File: src/rtl/count_ctrl_pkg.sv
// Shared types for the count_ctrl step-counter controller: command opcodes and FSM states.
package count_ctrl_pkg;

    typedef enum logic [1:0] {
        OP_NOP  = 2'b00,
        OP_LOAD = 2'b01,
        OP_RUN  = 2'b10,
        OP_STOP = 2'b11
    } op_e;

    typedef enum logic [1:0] {
        ST_IDLE = 2'b00,
        ST_LOAD = 2'b01,
        ST_RUN  = 2'b10,
        ST_DONE = 2'b11
    } state_e;

endpackage

File: src/rtl/count_ctrl_if.sv
// Command handshake plus counter-side strobes and status of count_ctrl.
interface count_ctrl_if #(
    parameter int unsigned WIDTH   = 8,
    parameter int unsigned PRESC_W = 4
);
    logic               cmd_valid;
    logic               cmd_ready;
    logic [1:0]         cmd_op;
    logic [WIDTH-1:0]   cmd_data;
    logic [PRESC_W-1:0] presc;
    logic [WIDTH-1:0]   count_in;
    logic               ld;
    logic [WIDTH-1:0]   v;
    logic               en;
    logic               busy;
    logic               done;
    logic               err;

    modport slave (
        input  cmd_valid, cmd_op, cmd_data, presc, count_in,
        output cmd_ready, ld, v, en, busy, done, err
    );

    modport master (
        output cmd_valid, cmd_op, cmd_data, presc, count_in,
        input  cmd_ready, ld, v, en, busy, done, err
    );
endinterface

File: src/rtl/count_ctrl_tick_gen.sv
// Step-rate prescaler: ticks once every (i_presc+1) running cycles, restarting from zero on i_clr.
module tick_gen #(
    parameter int unsigned PRESC_W = 4
) (
    input  logic               clk,
    input  logic               rst,
    input  logic               i_clr,
    input  logic               i_run,
    input  logic [PRESC_W-1:0] i_presc,
    output logic               o_tick
);
    logic [PRESC_W-1:0] r_cnt;

    assign o_tick = i_run && (r_cnt == i_presc);

    always_ff @(posedge clk or negedge rst) begin
        if (!rst) begin
            r_cnt <= '0;
        end else if (i_clr) begin
            r_cnt <= '0;
        end else if (i_run) begin
            r_cnt <= o_tick ? '0 : r_cnt + PRESC_W'(1);
        end
    end
endmodule

File: src/rtl/count_ctrl.sv
// Controller that preloads and single-steps an external counter up to a target.
// Optional COUNT_CTRL_AUTORELOAD_EN: on completion reload the counter and run again until STOP.
module count_ctrl
    import count_ctrl_pkg::*;
#(
    parameter int unsigned WIDTH   = 8,
    parameter int unsigned PRESC_W = 4
) (
    input logic         clk,
    input logic         rst,
    count_ctrl_if.slave bus
);
    state_e             r_state;
    logic               r_live;
    logic               r_ld;
    logic               r_done;
    logic               r_err;
    logic [WIDTH-1:0]   r_v;
    logic [WIDTH-1:0]   r_target;
    logic [WIDTH-1:0]   r_reload;
    logic [PRESC_W-1:0] r_presc;

    op_e  w_op;
    logic w_accept;
    logic w_stop;
    logic w_match;
    logic w_run;
    logic w_tick;
    logic w_en;
    logic w_presc_clr;

    assign w_op        = op_e'(bus.cmd_op);
    assign w_accept    = bus.cmd_valid && bus.cmd_ready;
    assign w_stop      = w_accept && (w_op == OP_STOP);
    assign w_match     = (bus.count_in == r_target);
    assign w_run       = (r_state == ST_RUN);
    // STOP and target match both suppress the step in the cycle they occur
    assign w_en        = w_run && w_tick && !w_stop && !w_match;
    assign w_presc_clr = ((r_state == ST_IDLE) && w_accept && (w_op == OP_RUN))
                       || (r_state == ST_DONE);

    tick_gen #(.PRESC_W(PRESC_W)) u_tick_gen (
        .clk     (clk),
        .rst     (rst),
        .i_clr   (w_presc_clr),
        .i_run   (w_run),
        .i_presc (r_presc),
        .o_tick  (w_tick)
    );

    always_ff @(posedge clk or negedge rst) begin
        if (!rst) begin
            r_state  <= ST_IDLE;
            r_live   <= 1'b0;
            r_ld     <= 1'b0;
            r_done   <= 1'b0;
            r_err    <= 1'b0;
            r_v      <= '0;
            r_target <= '0;
            r_reload <= '0;
            r_presc  <= '0;
        end else begin
            r_live <= 1'b1;
            r_ld   <= 1'b0;
            r_done <= 1'b0;
            r_err  <= 1'b0;
            case (r_state)
                ST_IDLE: begin
                    if (w_accept) begin
                        case (w_op)
                            OP_LOAD: begin
                                r_v      <= bus.cmd_data;
                                r_reload <= bus.cmd_data;
                                r_ld     <= 1'b1;
                                r_state  <= ST_LOAD;
                            end
                            OP_RUN: begin
                                r_target <= bus.cmd_data;
                                r_presc  <= bus.presc;
                                r_state  <= ST_RUN;
                            end
                            default: r_state <= ST_IDLE;
                        endcase
                    end
                end
                ST_LOAD: r_state <= ST_IDLE;
                ST_RUN: begin
                    if (w_stop) begin
                        r_state <= ST_IDLE;
                    end else begin
                        // LOAD/RUN while running are rejected without disturbing the run
                        if (w_accept && ((w_op == OP_LOAD) || (w_op == OP_RUN))) begin
                            r_err <= 1'b1;
                        end
                        if (w_match) begin
                            r_state <= ST_DONE;
                            r_done  <= 1'b1;
                            r_v     <= r_reload;
`ifdef COUNT_CTRL_AUTORELOAD_EN
                            r_ld    <= 1'b1;
`endif
                        end
                    end
                end
                ST_DONE: begin
`ifdef COUNT_CTRL_AUTORELOAD_EN
                    r_state <= ST_RUN;
`else
                    r_state <= ST_IDLE;
`endif
                end
                default: r_state <= ST_IDLE;
            endcase
        end
    end

    assign bus.cmd_ready = r_live && ((r_state == ST_IDLE) || (r_state == ST_RUN));
    assign bus.busy      = (r_state != ST_IDLE);
    assign bus.ld        = r_ld;
    assign bus.v         = r_v;
    assign bus.en        = w_en;
    assign bus.done      = r_done;
    assign bus.err       = r_err;
endmodule

File: src/flat_wrapper.sv
// flat-port wrapper written by rule: the top's interface ports become plain ports
module count_ctrl_flat import count_ctrl_pkg::*;
#(
    parameter int unsigned WIDTH   = 8,
    parameter int unsigned PRESC_W = 4
)
  (clk, rst, bus_cmd_valid, bus_cmd_op, bus_cmd_data, bus_presc, bus_count_in, bus_cmd_ready, bus_ld, bus_v, bus_en, bus_busy, bus_done, bus_err);
  count_ctrl_if #(.WIDTH(WIDTH), .PRESC_W(PRESC_W)) bus_i ();
  input logic clk;
  input logic rst;
  input wire logic [$bits(bus_i.cmd_valid)-1:0] bus_cmd_valid;
  input wire logic [$bits(bus_i.cmd_op)-1:0] bus_cmd_op;
  input wire logic [$bits(bus_i.cmd_data)-1:0] bus_cmd_data;
  input wire logic [$bits(bus_i.presc)-1:0] bus_presc;
  input wire logic [$bits(bus_i.count_in)-1:0] bus_count_in;
  output wire logic [$bits(bus_i.cmd_ready)-1:0] bus_cmd_ready;
  output wire logic [$bits(bus_i.ld)-1:0] bus_ld;
  output wire logic [$bits(bus_i.v)-1:0] bus_v;
  output wire logic [$bits(bus_i.en)-1:0] bus_en;
  output wire logic [$bits(bus_i.busy)-1:0] bus_busy;
  output wire logic [$bits(bus_i.done)-1:0] bus_done;
  output wire logic [$bits(bus_i.err)-1:0] bus_err;
  assign bus_i.cmd_valid = bus_cmd_valid;
  assign bus_i.cmd_op = bus_cmd_op;
  assign bus_i.cmd_data = bus_cmd_data;
  assign bus_i.presc = bus_presc;
  assign bus_i.count_in = bus_count_in;
  assign bus_cmd_ready = bus_i.cmd_ready;
  assign bus_ld = bus_i.ld;
  assign bus_v = bus_i.v;
  assign bus_en = bus_i.en;
  assign bus_busy = bus_i.busy;
  assign bus_done = bus_i.done;
  assign bus_err = bus_i.err;
  count_ctrl #(.WIDTH(WIDTH), .PRESC_W(PRESC_W)) u_core (.clk(clk), .rst(rst), .bus(bus_i));
endmodule
File: config.mk
export PLATFORM = sky130hd
export DESIGN_NAME = count_ctrl_flat
export DESIGN_NICKNAME = d
export VERILOG_FILES = /design/src/rtl/count_ctrl_pkg.sv /design/src/rtl/count_ctrl_if.sv /design/src/rtl/count_ctrl_tick_gen.sv /design/src/rtl/count_ctrl.sv /design/src/flat_wrapper.sv
export SDC_FILE = /design/constraint.sdc
export NUM_CORES = 1
export LEC_CHECK = 0
export ABC_AREA = 1
export BUFFER_PORTS_ARGS = -buffer_cell sky130_fd_sc_hd__buf_2
export CAP_MARGIN = 10
export CORE_UTILIZATION = 50
export CTS_CLUSTER_DIAMETER = 200
export DETAILED_ROUTE_END_ITERATION = 10
export GPL_ROUTABILITY_DRIVEN = 1
export PLACE_DENSITY = 0.74
export SLEW_MARGIN = 10
export SYNTH_ARGS = -nofsm -noshare
export SYNTH_HDL_FRONTEND = slang
export SYNTH_SLANG_ARGS = --single-unit
File: constraint.sdc
create_clock -name clk -period 1.8 [get_ports clk]
set_input_delay 0.18 -clock clk [delete_from_list [all_inputs] [get_ports clk]]
set_output_delay 0.18 -clock clk [all_outputs]
set_load 0.1 [all_outputs]
==> implementation parameters, run 1 <==
Parameter                              Value

Timing
  RSZ-0062 raised after global routing    yes
  Final critical-path setup slack    0.0482 ns
  Highest attainable clock frequency    571 MHz
  Hold Slack    0.0955 ns
  Total of endpoints with negative setup slack in the final report    0
  Post-route clock period utilization    97.3%
  Final min period    1.75 ns
  Final worst clock skew    0.0126 ns
  Final hold violation count    0
  Number of pins with negative max-slew slack in the final report    0
  Max-Slew Margin vs Limit    62.7%
  Setup total negative slack    0 ns
  Worst Max-Slew Pin Slew    0.559 ns

Routing
  Initial DRC count    100
  Wire length per cell after detailed routing    11.8 um
  Routed via count divided by cell count    4.79
  Vias    1581
  Detailed-route wire length    3880 um
  First-pass iteration count of the detailed router    4
  DRC    0
  Final ANT Viol Nets    0

CTS
  Number of sinks handled by clock tree synthesis    38
  Clock Path Buffers    2
  Total CTS buffers    5
  Clock input transition at the sequential cells of the worst setup and hold paths    0.08 ns
  CTS H-Tree Depth    2
  Clock Latency Late Sink    0.29 ns
  Clock Root Buffer    sky130_fd_sc_hd__clkbuf_8
  Clock tree from TritonCTS    done

Worst setup path
  Slowest Stage Delay on Critical Path    0.46 ns
  Crit-path slowest cell    sky130_fd_sc_hd__dfrtp_2
  Top cell family by delay on the critical path    simple AND/OR/NAND/NOR gates
  Required time reported for the critical path endpoint    1.62 ns
  Critical Path, Cell by Cell    nor2_4 -> nand2_4 -> inv_2 -> nand2_1 -> nand2_4 -> inv_1 -> nand2_2 -> nor2_4 -> buf_12
  Crit path buffers/inverters    3
  Kind of critical path    flip-flop to output pin
  Highest net fanout along the worst path    5
  Crit end category    output pin
  Endpoint of the worst register-to-register path    u_core.r_target[1]
  Endpoint arrival time on the critical path    1.57 ns
  Flop2flop setup slack    0.08 ns
  CP startpoint kind    flip-flop
  Reg2Reg Launch Point    u_core.r_state[0]
  Worst Reg-to-Reg Cells    8

Logic synthesis
  Synthesized area    0.00194 mm^2
  Distinct cells, synth    27
  Post-Synthesis Cells    230
  Yosys warning total    0
  Net count after synthesis    260
  Most area-consuming cells after synthesis    sky130_fd_sc_hd__dfrtp_1 49%, sky130_fd_sc_hd__nand2_1 17%, sky130_fd_sc_hd__inv_1 5.0%, sky130_fd_sc_hd__o21ai_0 3.6%, sky130_fd_sc_hd__o21ai_2 3.6%
  Sequential area share after synthesis    48.9%
  Share of Yosys cell area claimed by the top area cell type    48.9%
  Synthesized area per cell    8.45 um^2
  Yosys reg bits    38
  Area leader, netlist    sky130_fd_sc_hd__dfrtp_1

GRT
  Global routing's busiest layer    met2
  Fraction of met1 tracks used by global routing    28.0%
  Global route total overflow    0
  Number of antenna violations at the first check in global routing    0
  Global routing usage on met3    7.32%
  Number of global-route vias before repair    1484
  Largest net degree at the start of global routing    27
  Global-route wire length before repair    6580 um
  Met2 layer usage reported by global route    31.7%
  GRT Overall Usage    21.3%

Min path
  Kind of path behind the tightest hold check    input port to flip-flop
  Hold Crit Endpoint    u_core.r_presc[2]
  Number of cells traversed by the worst hold path    3
  Startpoint of the lowest-slack hold path    bus_presc[2]

Floorplanning
  Row cnt    22
  I/O pin count    39
  Starting Density    52.7%
  Die Width    64.3 um
  Core area    0.00369 mm^2
  Die height    64.3 um
  Total die area    0.00414 mm^2

Power
  Final total power    3.69 mW
  Peak supply drop    0.000634 V
  PD cells    1580 mW/mm^2
  Leakage Power    1.26 nW

Place
  Placed instance count    316
  Post-placement setup slack    0.309 ns
  Final weighted congestion of routability-driven global placement    0.823
  Detail Placement HPWL    2920 um
  Port-buffer cells    38

Finish
  Number of filler cells placed in the layout    334
  Final Non-Filler Cells    330
  Commonest cells after routing, fill and taps aside    86 x sky130_fd_sc_hd__nand2_1, 37 x sky130_fd_sc_hd__dfrtp_1, 36 x sky130_fd_sc_hd__buf_2
  Count of nets after finishing    311
  Area Overhead vs Synth    20.5%
  Most common cell after layout, fill and taps aside    sky130_fd_sc_hd__nand2_1
  Count of antenna diodes in the layout    0
  Share of layout cells above drive strength 1    28.4%

Job
  Total of max-cap violations    0

Status
  Status    finished clean
[registers in the layout, indices dropped and copies added, names as in the netlist]
name,flops
u_core.bus.v,8
u_core.bus.err,1
u_core.r_target,8
u_core.bus.done,1
u_core.r_reload,8
u_core.r_state,2
u_core.r_presc,4
u_core.bus.ld,1
u_core.u_tick_gen.r_cnt,4
u_core.r_live,1
[cells by family (layout without fill, tap and decap cells)]
kind of cell / count (synthesis) / in the layout / share of synthesized area [%]
AO/OA/AOI/OAI: 27 / 27 / 8.76
XOR/XNOR: 9 / 9 / 4.06
adder cells (fa/ha/maj): 5 / 5 / 3.22
buffers and inverters: 32 / 84 / 7.79
flip-flops: 38 / 38 / 48.9
other: 1 / 1 / 0.193
AND/OR/NAND/NOR: 118 / 118 / 27.0
[tightest hold or removal path, stage by stage]
cell and delay, ns:
sky130_fd_sc_hd__buf_2 0.08, sky130_fd_sc_hd__nand2_1 0.05, sky130_fd_sc_hd__nand2_1 0.05
[timing repair]
| action | in CTS | in global routing |
|---|---|---|
| hold endpoints to repair | 24 | 0 |
| hold buffers | 1 | 0 |
| setup buffers | 1 | 4 |
| setup endpoints to repair | 1 | 1 |
| resized for setup | 1 | 2 |
| pin swaps | 1 | 2 |
[area by class of cell]
cell class / instances / area, um^2 / area share, %
flip-flops and latches: 38 / 952 / 40.7
inverters: 29 / 114 / 4.86
multi-input cells: 160 / 856 / 36.5
repair buffers: 47 / 278 / 11.9
clock buffers: 6 / 72.6 / 3.10
well taps: 48 / 60.1 / 2.56
clock inverters: 2 / 10.0 / 0.427
[Yosys cell counts]
| cell type | count |
|---|---|
| sky130_fd_sc_hd__inv_2 | 1 |
| sky130_fd_sc_hd__nor3_1 | 1 |
| sky130_fd_sc_hd__dfrtp_1 | 38 |
| sky130_fd_sc_hd__inv_1 | 26 |
| sky130_fd_sc_hd__xor2_1 | 1 |
| sky130_fd_sc_hd__nor2_4 | 2 |
| sky130_fd_sc_hd__nand2_1 | 87 |
| sky130_fd_sc_hd__nand3_1 | 10 |
| sky130_fd_sc_hd__o21ai_0 | 14 |
| sky130_fd_sc_hd__clkinv_4 | 1 |
| sky130_fd_sc_hd__o21ai_1 | 1 |
| sky130_fd_sc_hd__a21boi_0 | 1 |
| sky130_fd_sc_hd__buf_8 | 1 |
| sky130_fd_sc_hd__buf_6 | 2 |
| sky130_fd_sc_hd__conb_1 | 1 |
| sky130_fd_sc_hd__o21a_1 | 1 |
| sky130_fd_sc_hd__nand2_2 | 3 |
| sky130_fd_sc_hd__o21ai_2 | 8 |
| sky130_fd_sc_hd__nand2_4 | 4 |
| sky130_fd_sc_hd__a21oi_1 | 2 |
| sky130_fd_sc_hd__xnor2_1 | 8 |
| sky130_fd_sc_hd__nand3_2 | 1 |
| sky130_fd_sc_hd__ha_1 | 5 |
| sky130_fd_sc_hd__clkinv_1 | 1 |
| sky130_fd_sc_hd__nor2_1 | 6 |
| sky130_fd_sc_hd__nor2_2 | 3 |
| sky130_fd_sc_hd__nand4_1 | 1 |
[layer usage]
layer	vias to the layer above	routed length, um
met5	-	0
met1	731	1830
met3	4	208
li1	806	-
met4	0	38
met2	40	1810
[stage by stage]
step | cell area [um^2] | util, %
2_1_floorplan | 1960 | -
3_3_place_gp | 2210 | 59.9
3_5_place_dp | 2210 | 59.9
4_1_cts | 2310 | 62.6
5_1_grt | 2340 | 63.5
6_report | 2340 | 63.5
[worst max-delay path by stage]
stage | slack, ns | startpoint | to | cells past startpoint
5_1_grt | -0.05 | u_core.u_tick_gen.r_cnt[2] | bus_en | 4
6_report | 0.05 | u_core.r_state[0] | bus_en | 9
4_1_cts | 0.02 | u_core.r_state[0] | bus_en | 9
3_5_place_dp | 0.31 | u_core.r_live | bus_en | 10
2_1_floorplan | 0.01 | u_core.r_state[0] | bus_en | 8
3_3_place_gp | 0.31 | u_core.r_live | bus_en | 10
[power by group]
group / leakage (nW) / internal (mW) / switching (mW)
clock: 0.0450 / 0.268 / 0.289
combinational: 0.741 / 0.485 / 1.26
sequential: 0.478 / 1.18 / 0.210
Power figures use the tool's default switching activity.
==> run 2, diff against run 1 <==
Settings changed: RECOVER_POWER set to 25.
Clock period 1.8 ns to 2.1 ns, I/O delays scaled along.
==> run 2 against run 1 <==
  * Sequential share of layout area grew 0.32 points
  * Wire length shrank 7.3%
  * Clock power grew 37%
  * Critical path depth is the same
  * Utilization shrank 0.58 points
  * Final area shrank 0.91%
  * First-iteration DRC count shrank 7.0%
  * Register-to-register slack gained 0.49 ns
  * Setup slack gained 0.11 ns
  * Non-clock buffer count shrank 8
  * Sequential cell count is the same
  * Total power shrank 8.4%
  * Critical endpoint unchanged
  * Largest cell class unchanged
==> implementation parameters, run 2 (same netlist as run 1, synthesis figures left out) <==
Parameter                              Value

Finish
  End-of-flow core utilization    62.9% (was 63.5%)
  Commonest cells after routing, fill and taps aside    87 x sky130_fd_sc_hd__nand2_1, 38 x sky130_fd_sc_hd__dfrtp_1, 36 x sky130_fd_sc_hd__buf_2 (was 86 x sky130_fd_sc_hd__nand2_1, 37 x sky130_fd_sc_hd__dfrtp_1, 36 x sky130_fd_sc_hd__buf_2)
  Count of nets after finishing    303 (was 311)
  Area Overhead vs Synth    19.4% (was 20.5%)
  Share of layout cells above drive strength 1    25.9% (was 28.4%)
  Most common cell after layout, fill and taps aside    sky130_fd_sc_hd__nand2_1 (unchanged)
  Count of antenna diodes in the layout    0 (unchanged)
  Number of filler cells placed in the layout    322 (was 334)

Floorplanning
  Total die area    0.00414 mm^2 (unchanged)
  Die Width    64.3 um (unchanged)
  Core area    0.00369 mm^2 (unchanged)
  Row cnt    22 (unchanged)
  I/O pin count    39 (unchanged)
  Starting Density    52.7% (unchanged)
  Die height    64.3 um (unchanged)

Worst setup path
  Critical Path Source    u_core.r_state[0] (unchanged)
  Critical Path, Cell by Cell    nor2_4 -> nand2_4 -> inv_2 -> nand2_1 -> nand2_4 -> inv_1 -> nand2_1 -> nor2_4 -> buf_4 (was nor2_4 -> nand2_4 -> inv_2 -> nand2_1 -> nand2_4 -> inv_1 -> nand2_2 -> nor2_4 -> buf_12)
  Slowest Stage Delay on Critical Path    0.50 ns (was 0.46 ns)
  CP startpoint kind    flip-flop (unchanged)
  Crit end category    output pin (unchanged)
  Flop2flop setup slack    0.57 ns (was 0.08 ns)
  Endpoint arrival time on the critical path    1.73 ns (was 1.57 ns)
  Crit path buffers/inverters    3 (unchanged)
  Endpoint of the worst register-to-register path    u_core.r_target[3] (was u_core.r_target[1])
  Highest net fanout along the worst path    5 (unchanged)
  Reg2Reg Launch Point    u_core.r_state[0] (unchanged)
  Top cell family by delay on the critical path    simple AND/OR/NAND/NOR gates (unchanged)
  Worst Reg-to-Reg Cells    6 (was 8)
  Kind of critical path    flip-flop to output pin (unchanged)
  Crit-path slowest cell    sky130_fd_sc_hd__dfrtp_1 (was sky130_fd_sc_hd__dfrtp_2)
  Required time reported for the critical path endpoint    1.89 ns (was 1.62 ns)

GRT
  Global-route wire length before repair    6560 um (was 6580 um)
  Largest net degree at the start of global routing    39 (was 27)
  GRT Overall Usage    20.8% (was 21.3%)
  Global route total overflow    0 (unchanged)
  Number of antenna violations at the first check in global routing    0 (unchanged)
  Number of global-route vias before repair    1520 (was 1484)

Power
  Switching share of power    44.2% (was 47.7%)
  Internal portion of total power    1.88 mW (was 1.93 mW)
  Combinational Power Share    42.5% (was 47.3%)
  Final total power    3.38 mW (was 3.69 mW)
  Flop pwr share    34.9% (was 37.6%)
  Clk pwr share    22.6% (was 15.1%)
  PD cells    1460 mW/mm^2 (was 1580 mW/mm^2)
  Switching power summed over all nets    1.49 mW (was 1.76 mW)
  Peak supply drop    0.000738 V (was 0.000634 V)
  Leakage Power    1.25 nW (was 1.26 nW)

CTS
  Clock Latency Late Sink    0.29 ns (about the same)
  Total CTS buffers    5 (unchanged)
  Clock Path Buffers    2 (unchanged)
  CTS H-Tree Depth    2 (unchanged)
  Clock tree from TritonCTS    done (unchanged)
  Number of sinks handled by clock tree synthesis    38 (unchanged)
  Setup bufs post-CTS    0 (was 1)
  Clock Root Buffer    sky130_fd_sc_hd__clkbuf_8 (unchanged)
  Clock input transition at the sequential cells of the worst setup and hold paths    0.08 ns (about the same)

Timing
  Total of endpoints with negative setup slack in the final report    0 (unchanged)
  Hold Slack    0.0428 ns (was 0.0955 ns)
  RSZ-0062 raised after global routing    no (was yes)
  Max-Slew Margin vs Limit    39.7% (was 62.7%)
  Final min period    1.94 ns
  Final worst clock skew    0.00344 ns (was 0.0126 ns)
  Final hold violation count    0 (unchanged)
  Post-route clock period utilization    92.3%
  Highest attainable clock frequency    516 MHz
  Number of pins with negative max-slew slack in the final report    0 (unchanged)
  Setup total negative slack    0 ns (unchanged)
  Worst Max-Slew Pin Slew    0.905 ns (was 0.559 ns)

Min path
  Kind of path behind the tightest hold check    input port to asynchronous set/reset pin (was input port to flip-flop)

Place
  Final weighted congestion of routability-driven global placement    0.824 (was 0.823)
  Port-buffer cells    38 (unchanged)
  Detail Placement HPWL    2670 um (was 2920 um)

Routing
  DRC    0 (unchanged)
  Wire length per cell after detailed routing    11.2 um (was 11.8 um)
  Final ANT Viol Nets    0 (unchanged)
  Routed via count divided by cell count    4.72 (was 4.79)
  Initial DRC count    93 (was 100)
  Detailed-route wire length    3600 um (was 3880 um)
  Vias    1520 (was 1581)
  First-pass iteration count of the detailed router    4 (unchanged)

Job
  Total of max-cap violations    0 (unchanged)

Status
  Status    finished clean (unchanged)
## run 2: metrics by stage
step	cells	area, um^2	worst slack (ns)
after global routing	322	2320	0.0311
after floorplan	230	1960	0.209
after CTS	322	2320	0.0155
after global placement	314	2180	0.389
final	322	2320	0.162
after detailed placement	314	2180	0.350
## run 2: timing repair
action / in CTS / in global routing
hold buffers: 0 / 0
resized for setup: 0 / 2
endpoints found under the setup margin: 0 / 1
## run 2: worst register-to-register path, delay by kind of cell, from the launching register on
kind            cells  cell delay (ns)
simple gates        4             0.69
flops               1             0.47
buf+inv             1             0.22
compound gates      1             0.07
## run 2: worst max path at each step
stage	endpoint	slack, ns	cells after the start
final	bus_en	0.16	9
after global routing	bus_en	0.03	9
after CTS	bus_en	0.02	9
after detailed placement	bus_en	0.35	9
after global placement	bus_en	0.39	9
after floorplan	bus_en	0.21	8
## run 2: layout make-up
cell class / count / area (um^2) / area share, %
well taps: 48 / 60.1 / 2.59
flip-flops and latches: 38 / 951 / 41.0
multi-input cells: 160 / 853 / 36.8
clock inverters: 2 / 60.1 / 2.59
clock buffers: 6 / 82.6 / 3.56
inverters: 29 / 114 / 4.91
repair buffers: 39 / 200 / 8.63
## run 2: power groups by stage
| stage | Clock (mW) | Combinational (mW) | Sequential (mW) |
|---|---|---|---|
| floorplan | 0 | 0.692 | 1.68 |
| global placement | 0 | 1.42 | 1.18 |
| detailed placement | 0 | 1.43 | 1.19 |
| CTS | 0.778 | 1.44 | 1.18 |
| global route | 0.811 | 1.57 | 1.21 |
| finish | 0.763 | 1.44 | 1.18 |
## run 2: per-layer routing
metal  track usage [%]  wire [um]  vias up
li1                  -          -      792
met3              5.00        178        6
met1              27.4       1750      685
met2              32.9       1620       37
met5                 0          0        -
met4              8.06         46        0
==> run 3, diff against run 2 <==
Settings changed: ABC_AREA 1 to not set, CTS_CLUSTER_DIAMETER 200 to 60.
==> run 3 against run 2 <==
  * Final area decreased by 1.7%
  * Synthesized area decreased by 1.0%
  * Non-clock buffer count up 4
  * Sequential cell count is the same
  * Critical path depth shrank 4
  * Clock skew rose by 0.0063 ns
  * Global-route usage increased by 1.1 points
  * First-iteration DRC count down 45%
  * Sequential share of layout area rose by 0.70 points
  * Utilization fell by 0.59 points
  * Critical endpoint unchanged
  * Largest cell class unchanged
  * Largest power group unchanged
==> implementation parameters, run 3 <==
Parameter                              Value

Status
  Status    finished clean (unchanged)

GRT
  Global routing's busiest layer    met2 (unchanged)
  Fraction of met1 tracks used by global routing    28.4% (was 27.4%)
  Number of antenna violations at the first check in global routing    0 (unchanged)
  Number of global-route vias before repair    1487 (was 1520)
  Largest net degree at the start of global routing    39 (unchanged)
  GRT Overall Usage    21.9% (was 20.8%)
  Global routing usage on met3    4.11% (was 5.00%)
  Global-route wire length before repair    6890 um (was 6560 um)
  Global route total overflow    0 (unchanged)
  Met2 layer usage reported by global route    36.6% (was 32.9%)

Power
  Peak supply drop    0.000691 V (was 0.000738 V)
  PD cells    1380 mW/mm^2 (was 1460 mW/mm^2)
  Leakage Power    1.05 nW (was 1.25 nW)

Logic synthesis
  Yosys reg bits    38 (unchanged)
  Yosys warning total    0 (unchanged)
  Post-synthesis async set-or-reset flop share    100% (unchanged)
  Distinct cells, synth    30 (was 27)
  Sequential area share after synthesis    49.4% (was 48.9%)
  Post-Synthesis Cells    165 (was 230)
  Share of Yosys cell area claimed by the top area cell type    49.4% (was 48.9%)
  Most used standard cells in the synthesized netlist    38 x sky130_fd_sc_hd__dfrtp_1, 20 x sky130_fd_sc_hd__mux2_1, 15 x sky130_fd_sc_hd__nand2_1 (was 87 x sky130_fd_sc_hd__nand2_1, 38 x sky130_fd_sc_hd__dfrtp_1, 26 x sky130_fd_sc_hd__inv_1)
  Synth Flop Type    sky130_fd_sc_hd__dfrtp_1 (unchanged)
  Synthesized area    0.00192 mm^2 (was 0.00194 mm^2)
  Area leader, netlist    sky130_fd_sc_hd__dfrtp_1 (unchanged)
  Synthesized area per cell    11.7 um^2 (was 8.45 um^2)
  Most area-consuming cells after synthesis    sky130_fd_sc_hd__dfrtp_1 49%, sky130_fd_sc_hd__mux2_1 12%, sky130_fd_sc_hd__xor2_1 4.1%, sky130_fd_sc_hd__a22oi_1 3.9%, sky130_fd_sc_hd__and2_1 3.3% (was sky130_fd_sc_hd__dfrtp_1 49%, sky130_fd_sc_hd__nand2_1 17%, sky130_fd_sc_hd__inv_1 5.0%, sky130_fd_sc_hd__o21ai_0 3.6%, sky130_fd_sc_hd__o21ai_2 3.6%)
  Net count after synthesis    195 (was 260)
  Most repeated cell in the gate-level netlist after synthesis    sky130_fd_sc_hd__dfrtp_1 (was sky130_fd_sc_hd__nand2_1)
  Number of enable-type register cells in the synthesized netlist    0 (unchanged)

CTS
  Setup bufs post-CTS    0 (unchanged)
  Clock Latency Late Sink    0.28 ns (was 0.29 ns)
  Clock Path Buffers    2 (unchanged)
  Number of sinks handled by clock tree synthesis    38 (unchanged)
  Total CTS buffers    5 (unchanged)
  Clock input transition at the sequential cells of the worst setup and hold paths    0.08 ns (about the same)
  Clock Root Buffer    sky130_fd_sc_hd__clkbuf_8 (unchanged)
  Resize count post-CTS    0 (unchanged)
  Clock tree from TritonCTS    done (unchanged)
  CTS H-Tree Depth    2 (unchanged)
  Number of buffers added to fix hold violations after cts    0 (unchanged)

Finish
  Area Overhead vs Synth    18.7% (was 19.4%)
  Area of all sequential standard cells    951 um^2 (unchanged)
  Count of nets after finishing    238 (was 303)
  Final Non-Filler Cells    257 (was 322)
  Number of filler cells placed in the layout    303 (was 322)
  Share of layout cells above drive strength 1    26.3% (was 25.9%)
  Multi-input gate area    922 um^2 (was 853 um^2)
  Most common cell after layout, fill and taps aside    sky130_fd_sc_hd__dfrtp_1 (was sky130_fd_sc_hd__nand2_1)
  Commonest cells after routing, fill and taps aside    38 x sky130_fd_sc_hd__dfrtp_1, 36 x sky130_fd_sc_hd__buf_2, 20 x sky130_fd_sc_hd__mux2_1 (was 87 x sky130_fd_sc_hd__nand2_1, 38 x sky130_fd_sc_hd__dfrtp_1, 36 x sky130_fd_sc_hd__buf_2)
  Count of antenna diodes in the layout    0 (unchanged)

Place
  Port-buffer cells    38 (unchanged)
  Final weighted congestion of routability-driven global placement    0.815 (was 0.824)
  Placed instance count    249 (was 314)
  Detail Placement HPWL    2840 um (was 2670 um)
  Post-placement setup slack    0.314 ns (was 0.350 ns)

Worst setup path
  Crit end category    output pin (unchanged)
  Crit-path slowest cell    sky130_fd_sc_hd__dfrtp_1 (unchanged)
  Slowest Stage Delay on Critical Path    0.39 ns (was 0.50 ns)
  Kind of critical path    flip-flop to output pin (unchanged)
  CP startpoint kind    flip-flop (unchanged)
  Critical Path, Cell by Cell    xor2_1 -> nor4_4 -> and2_1 -> nor3_4 -> buf_12 (was nor2_4 -> nand2_4 -> inv_2 -> nand2_1 -> nand2_4 -> inv_1 -> nand2_1 -> nor2_4 -> buf_4)
  Flop2flop setup slack    0.30 ns (was 0.57 ns)
  Required time reported for the critical path endpoint    1.89 ns (about the same)
  Highest net fanout along the worst path    2 (was 5)
  Endpoint arrival time on the critical path    1.66 ns (was 1.73 ns)

Routing
  Wire length per cell after detailed routing    15.3 um (was 11.2 um)
  DRC    0 (unchanged)
  Vias    1414 (was 1520)
  Initial DRC count    51 (was 93)
  Detailed-route wire length    3930 um (was 3600 um)
  Final ANT Viol Nets    0 (unchanged)
  Routed via count divided by cell count    5.50 (was 4.72)
  First-pass iteration count of the detailed router    4 (unchanged)

Timing
  Final worst clock skew    0.00971 ns (was 0.00344 ns)
  Final critical-path setup slack    0.232 ns (was 0.162 ns)
  RSZ-0062 raised after global routing    no (unchanged)
  Setup total negative slack    0 ns (unchanged)
  Worst Max-Slew Pin Slew    0.947 ns (was 0.905 ns)
  Total of endpoints with negative setup slack in the final report    0 (unchanged)
  Final min period    1.87 ns (was 1.94 ns)
  Final hold violation count    0 (unchanged)
  Max-Slew Margin vs Limit    36.9% (was 39.7%)
  Highest attainable clock frequency    535 MHz (was 516 MHz)
  Number of pins with negative max-slew slack in the final report    0 (unchanged)
  Post-route clock period utilization    88.9% (was 92.3%)

Floorplanning
  Row cnt    22 (unchanged)
  Total die area    0.00410 mm^2 (was 0.00414 mm^2)
  I/O pin count    39 (unchanged)
  Core area    0.00366 mm^2 (was 0.00369 mm^2)
  Die height    64.0 um (was 64.3 um)
  Starting Density    52.5% (was 52.7%)
  Die Width    64.0 um (was 64.3 um)

Job
  Total of max-cap violations    0 (unchanged)

Min path
  Kind of path behind the tightest hold check    input port to asynchronous set/reset pin (unchanged)
==> run 3: changes by cell type after synthesis, moves of 4 or more <==
cell and delta:
sky130_fd_sc_hd__buf_2 +4, sky130_fd_sc_hd__o21ai_0 -11, sky130_fd_sc_hd__xor2_1 +8, sky130_fd_sc_hd__nand2_1 -72
sky130_fd_sc_hd__nand3_1 -8, sky130_fd_sc_hd__a22oi_1 +10, sky130_fd_sc_hd__o21ai_2 -8, sky130_fd_sc_hd__nand2_4 -4
sky130_fd_sc_hd__and2_1 +10, sky130_fd_sc_hd__o211ai_1 +8, sky130_fd_sc_hd__nand4_1 +9, sky130_fd_sc_hd__xnor2_1 -4
sky130_fd_sc_hd__inv_1 -23, sky130_fd_sc_hd__mux2_1 +20
==> run 3: cell families after synthesis <==
family,after synthesis,share of synthesized area [%]
adder cells (fa/ha/maj),5,3.25
XOR/XNOR,13,5.92
buffers and inverters,10,3.19
other,1,0.195
flip-flops,38,49.4
AND/OR/NAND/NOR,52,16.6
multiplexers,20,11.7
AO/OA/AOI/OAI,26,9.69
==> run 3: area by class of cell <==
type                    count  share of cell area [%]
flip-flops and latches     38                    41.7
multi-input cells         117                    40.4
repair buffers             43                    10.6
clock buffers               6                    3.62
well taps                  48                    2.63
clock inverters             2                   0.548
inverters                   3                   0.493
==> run 3: where the power goes <==
part,internal (mW),total [mW],switching [mW]
Clock,0.264,0.516,0.252
Sequential,0.990,1.19,0.198
Combinational,0.412,1.45,1.04
Total,1.66,3.15,1.49
==> run 3: metal layers <==
| layer | wire length, um | part of all wire [%] |
|---|---|---|
| met4 | 58 | 1.5 |
| met3 | 168 | 4.3 |
| met2 | 1960 | 50 |
| met5 | 0 | 0 |
| met1 | 1740 | 44 |
==> run 3: final timing paths <==
kind,from,end,depth (start not counted)
worst max-delay path,u_core.r_target[7],bus_en,5
min in group clk,bus_presc[2],u_core.r_presc[2],2
worst min-delay path,rst,u_core.bus.ld,1
max in group asynchronous,rst,u_core.r_target[3],1
worst max register to register,u_core.r_state[1],u_core.bus.v[4],4
worst min register to register,u_core.r_reload[1],u_core.r_reload[1],1
==> run 3: per-stage QoR <==
step                util (%)  hold slack (ns)  instance area (um^2)  total power, mW
floorplan                  -          -0.0856                  1930             2.34
global placement        59.7            0.342                  2190             2.60
detailed placement      59.7            0.363                  2190             2.66
CTS                     62.3           0.0581                  2280             3.18
global route            62.3            0.127                  2280             3.33
finish                  62.3           0.0619                  2280             3.15
==> run 3: worst max-delay path, delay by kind of cell (launching register included) <==
kind / cells / cell delay [ns]
buf+inv: 1 / 0.17
flops: 1 / 0.39
simple gates: 3 / 0.62
xor+xnor: 1 / 0.19
